`src/rtl/branch_target_writer.sv`:
```
// Branch-target table writer.
// Accepts a stream of TW-bit PC targets over a valid/ready handshake and writes them
// into a BANKS x 2**AW table, one bank per load. A combinational read port exposes
// table[ProgState][addr] to fetch at all times.
// Optional feature: define TBL_CLEAR_EN to zero the selected bank (one entry per
// cycle) before each load; when undefined, unloaded entries keep their old contents.
module branch_target_writer #(
  parameter int TW    = 10,
  parameter int AW    = 3,
  parameter int BANKS = 3
) (
  input  logic          Clk,
  input  logic          Reset,
  input  logic          Start,
  input  logic [1:0]    Bank,
  input  logic [AW:0]   Len,
  input  logic          InValid,
  input  logic [TW-1:0] InData,
  output logic          InReady,
  output logic          Busy,
  output logic          Done,
  output logic          Err,
  input  logic [1:0]    ProgState,
  input  logic [AW-1:0] addr,
  output logic [TW-1:0] Target
);

  localparam int DEPTH = 2**AW;

  localparam logic [1:0] S_IDLE  = 2'd0;
`ifdef TBL_CLEAR_EN
  localparam logic [1:0] S_CLEAR = 2'd1;
`endif
  localparam logic [1:0] S_LOAD  = 2'd2;

  localparam logic [1:0]    BANK_LIM = 2'(BANKS);
  localparam logic [AW:0]   FULL_LEN = {1'b1, {AW{1'b0}}};
  localparam logic [AW:0]   LEN_ONE  = {{AW{1'b0}}, 1'b1};
  localparam logic [AW:0]   LEN_ZERO = {(AW+1){1'b0}};
  localparam logic [AW-1:0] PTR_ONE  = {{(AW-1){1'b0}}, 1'b1};
  localparam logic [AW-1:0] PTR_LAST = {AW{1'b1}};
  localparam logic [AW-1:0] PTR_ZERO = {AW{1'b0}};

  // Table storage
  logic [TW-1:0] mem [BANKS][DEPTH];

  // Control state
  logic [1:0]    state;
  logic [1:0]    next_state;
  logic [1:0]    bank_q;
  logic [AW:0]   len_q;
  logic [AW:0]   len_eff;
  logic [AW-1:0] ptr;
  logic [AW:0]   cnt;
  logic          ready_q;
  logic          busy_q;
  logic          done_q;
  logic          err_q;

  // Decoded strobes
  logic          start_ok;
  logic          start_bad;
  logic          last_xfer;
  logic          xfer;
  logic          clr_we;
  logic [1:0]    rd_bank;

  assign xfer = InValid & ready_q;

`ifdef TBL_CLEAR_EN
  assign clr_we = (state == S_CLEAR);
`else
  assign clr_we = 1'b0;
`endif

  // Normalise the requested length: 0 (and anything past a full bank) means a full bank
  always_comb begin
    len_eff = Len;
    if ((Len == LEN_ZERO) || (Len > FULL_LEN)) begin
      len_eff = FULL_LEN;
    end else begin
      len_eff = Len;
    end
  end

  // Next-state decode and one-cycle event strobes
  always_comb begin
    next_state = state;
    start_ok   = 1'b0;
    start_bad  = 1'b0;
    last_xfer  = 1'b0;
    case (state)
      S_IDLE: begin
        if (Start) begin
          if (Bank < BANK_LIM) begin
            start_ok = 1'b1;
`ifdef TBL_CLEAR_EN
            next_state = S_CLEAR;
`else
            next_state = S_LOAD;
`endif
          end else begin
            start_bad  = 1'b1;
            next_state = S_IDLE;
          end
        end else begin
          next_state = S_IDLE;
        end
      end
`ifdef TBL_CLEAR_EN
      S_CLEAR: begin
        if (ptr == PTR_LAST) begin
          next_state = S_LOAD;
        end else begin
          next_state = S_CLEAR;
        end
      end
`endif
      S_LOAD: begin
        // cnt+1 == len avoids an underflowing len-1 and never wraps at a full bank
        if (xfer && ((cnt + LEN_ONE) == len_q)) begin
          last_xfer  = 1'b1;
          next_state = S_IDLE;
        end else begin
          next_state = S_LOAD;
        end
      end
      default: begin
        next_state = S_IDLE;
      end
    endcase
  end

  // Control registers: state, load parameters, pointer/count and registered status outputs
  always_ff @(posedge Clk) begin
    if (Reset) begin
      state   <= S_IDLE;
      bank_q  <= 2'd0;
      len_q   <= LEN_ZERO;
      ptr     <= PTR_ZERO;
      cnt     <= LEN_ZERO;
      ready_q <= 1'b0;
      busy_q  <= 1'b0;
      done_q  <= 1'b0;
      err_q   <= 1'b0;
    end else begin
      state   <= next_state;
      ready_q <= (next_state == S_LOAD);
      busy_q  <= (next_state != S_IDLE);
      done_q  <= last_xfer;
      err_q   <= start_bad;
      if (start_ok) begin
        bank_q <= Bank;
        len_q  <= len_eff;
        ptr    <= PTR_ZERO;
        cnt    <= LEN_ZERO;
      end else if (clr_we) begin
        // pointer wraps back to 0 after the last cleared entry, ready for LOAD
        ptr <= ptr + PTR_ONE;
      end else if (xfer) begin
        ptr <= ptr + PTR_ONE;
        cnt <= cnt + LEN_ONE;
      end
    end
  end

  // Table writes: zero on reset, clear sweep, or one accepted target per handshake
  always_ff @(posedge Clk) begin
    if (Reset) begin
      for (int b = 0; b < BANKS; b++) begin
        for (int e = 0; e < DEPTH; e++) begin
          mem[b][e] <= {TW{1'b0}};
        end
      end
    end else if (clr_we) begin
      mem[bank_q][ptr] <= {TW{1'b0}};
    end else if (xfer) begin
      mem[bank_q][ptr] <= InData;
    end
  end

  // Read bank select: out-of-range ProgState falls back to bank 0
  always_comb begin
    rd_bank = 2'd0;
    if (ProgState < BANK_LIM) begin
      rd_bank = ProgState;
    end else begin
      rd_bank = 2'd0;
    end
  end

  assign Target  = mem[rd_bank][addr];
  assign InReady = ready_q;
  assign Busy    = busy_q;
  assign Done    = done_q;
  assign Err     = err_q;

endmodule
```
`config.mk`:
```
export PLATFORM = sky130hd
export DESIGN_NAME = branch_target_writer
export DESIGN_NICKNAME = d
export VERILOG_FILES = /design/src/rtl/branch_target_writer.sv
export SDC_FILE = /design/constraint.sdc
export NUM_CORES = 1
export LEC_CHECK = 0
export ABC_AREA = 1
export ABC_CLOCK_PERIOD_IN_PS = 2500
export CORE_ASPECT_RATIO = 1.25
export CORE_UTILIZATION = 40
export DETAILED_ROUTE_END_ITERATION = 7
export PLACE_DENSITY = 0.64
export RECOVER_POWER = 100
export SLEW_MARGIN = 20
export SYNTH_ARGS = -nofsm -noshare
export SYNTH_HDL_FRONTEND = slang
export SYNTH_SLANG_ARGS = --single-unit
```
`constraint.sdc`:
```
create_clock -name Clk -period 2.5 [get_ports Clk]
set_input_delay 0.5 -clock Clk [delete_from_list [all_inputs] [get_ports Clk]]
set_output_delay 0.5 -clock Clk [all_outputs]
set_load 0.02 [all_outputs]
```
==> results.toml <==
[place]
gp_congestion = 0.8594
dp_cells = 1670
placed_area_um2 = 13540
place_hpwl_um = 22960
place.port_buffers = 38

[drt]
wl_per_cell_um = 20.42
vias = 9127
wl_um = 35250
first_pass_iters = 7
viasPerCell = 5.288
drc = 0
drt_iter0_drc = 937
ant_nets = 0

[die]
initial_utilization = 0.4061
core_area_um2 = 29250
io_pins = 39
fp.dieW_um = 156.1
die_area_um2 = 30400
dieHeight_um = 194.7
fp-row-count = 70

[worst_setup_path]
cp.arrival_ns = 1.94
cp.required_ns = 2.00
path_class = "input port to output port"
ff2ff_setup_slack_ns = 0.16
start_kind = "input port"
crit_fanout = 12
reg2reg_depth = 5
r2r-start = "bank_q[1]"
worstSetupEndpoint = "Target[6]"
cp-end-kind = "output port"
crit_path_start = "ProgState[0]"
r2r_end = "mem[2][32]"

[global_routing]
grt_pass1_vias = 8989
grt_overflow_total = 0
grt_antenna_before_repair = 0
grtUsageTotal = 0.2316
grt_first_pass_wirelength_um = 51950
grt_max_degree = 37

[timing]
fin_skew_ns = 0.02365
maxSlewViolCount = 0
rsz0062_at_grt = "no"
setup_viol = 0
worst_pin_slew_ns = 0.7277
finalCriticalPeriod_ns = 2.442
max_freq_mhz = 409.4
min_period_over_period = 0.9770
hold_violations = 0
max_slew_margin = 0.5149

[finish]
layout_common_cells = "edfxtp_1 (240), nand2_1 (215), nand3_1 (200)"
final_common_cell = "edfxtp_1"
num-fill-cells = 2663
finalNonFillerCells = 1726
fin_area_um2 = 14450
syn_to_final_growth_pct = 21.65
drive_gt1_frac = 0.1820
finalNetCount = 1337
antennaDiodeCount = 0

[power]
leakage_uw = 0.005750
p_total_uw = 9913
ir_worst_vdd_mv = 0.4472
pwr_density_cell_nw_per_um2 = 685.9

[synth]
avgSynthCellArea_um2 = 9.851
syn-cell-area_um2 = 11880
synth-seq-cells = 256
synth_top_cell_area_share = 0.6066
yosysSeqAreaShare = 0.6336
synthesis.instances = 1206
syn_nets = 1233
yosysWarningCount = 0
yosysTopAreaCell = "edfxtp_1"
yosysUniqueCellTypes = 27
synthTopCellsByArea = "edfxtp_1 (61%), nand3_1 (9.8%), nand2_1 (6.9%)"

[clocking]
cts_tree = "yes"
cts_max_level = 1
cts.sinks = 256
numCtsBuffers = 26
clk_latency_ns = 0.54
clk_path_buf_depth = 3
cts_root_buffer = "clkbuf_16"
clk_pin_slew_ns = 0.06
holdBufCountCts = 0

[run_status]
outcome = "completed"

[hold_path]
min-delay-path-class = "register to register"

[job]
drv_cap = 0
==> state kept, by name, summed over array words and instances, names as in the netlist <==
| name | cells |
|---|---|
| state | 1 |
| len_q | 4 |
| ptr | 3 |
| bank_q | 2 |
| cnt | 4 |
| mem | 240 |
| Done | 1 |
| Err | 1 |
==> metal layers <==
layer	part of all wire	wire (um)	GRT usage
met5	0	0	0
met4	0.043	1510	0.1046
met3	0.081	2839	0.03122
met2	0.50	17680	0.4005
met1	0.38	13230	0.2858
==> kinds of logic (layout without fill, tap and decap cells) <==
family | after synthesis | after routing | synth area share
xor gates and xnor gates | 8 | 8 | 0.005898
AOI/OAI and AO/OA | 66 | 66 | 0.02843
DFF | 256 | 256 | 0.6336
adders and majority gates | 2 | 2 | 0.002106
buffers and inverters | 177 | 301 | 0.06761
and+or+nand+nor | 697 | 697 | 0.2623
==> area by class of cell <==
type                    instances  area [um^2]  area share
flip-flops and latches        256         7527      0.5208
multi-input cells             773         3731      0.2582
repair buffers                158         1489      0.1030
clock buffers                  35        724.4     0.05013
well taps                     396        495.5     0.03428
inverters                      95        356.6     0.02467
clock inverters                13        128.9    0.008917
==> stage by stage <==
stage | hold slack, ns | setup WS (ns) | TNS [ns] | utilization
2_1_floorplan | 0.4476 | 0.5320 | 0 | -
3_3_place_gp | 0.4648 | -0.7302 | -7.051 | 0.4628
3_5_place_dp | 0.4782 | -0.7091 | -7.248 | 0.4628
4_1_cts | 0.4939 | -0.001880 | -0.001940 | 0.4961
5_1_grt | 0.5142 | 0.01340 | 0 | 0.4941
6_report | 0.4900 | 0.05755 | 0 | 0.4941
==> worst min-delay path by stage <==
stage          startpoint       end  slack [ns]  depth (start not counted)
6_report         len_q[1]  len_q[1]        0.49                          2
5_1_grt            cnt[1]    cnt[1]        0.51                          2
4_1_cts            cnt[1]    cnt[1]        0.49                          2
3_5_place_dp     len_q[1]  len_q[1]        0.48                          2
3_3_place_gp     len_q[0]  len_q[0]        0.46                          2
2_1_floorplan    len_q[0]  len_q[0]        0.45                          2
==> what timing repair did <==
action	4_1_cts	5_1_grt
setup endpoints to repair	10	10
pin swaps	2	15
resized for setup	64	59
cloned	3	4
setup buffers	0	1
==> critical path, stage by stage <==
cell and delay (ns):
buf_2 0.13, inv_2 0.13, nand2_8 0.09, buf_6 0.17, buf_12 0.15, or2_2 0.28, nand3_1 0.09, nand3_1 0.07
nand3_1 0.08, nand2_1 0.10, buf_6 0.14
==> cell usage after synthesis <==
cell,n
xnor2_1,3
a211oi_1,2
nor2_4,11
inv_1,81
nand4_1,1
a21oi_1,11
ha_1,2
buf_2,39
nor3_4,2
o22ai_1,2
inv_2,12
dfxtp_1,16
buf_6,11
nor2_2,1
nand2_1,219
buf_1,8
o21ai_0,51
nor2_1,190
clkinv_1,2
xor2_1,5
or2_2,34
nor3_1,4
edfxtp_1,240
nand2_2,3
buf_4,2
nand3_1,232
clkbuf_1,22
==> report_power, final <==
group	total [uW]	leakage (uW)	switching, uW	internal (uW)
sequential	4940	0.00261	58.7	4880
clock	3880	0.000427	1630	2240
combinational	1100	0.00271	712	390
total	9910	0.00575	2400	7510
(Power assumes the default switching activity.)
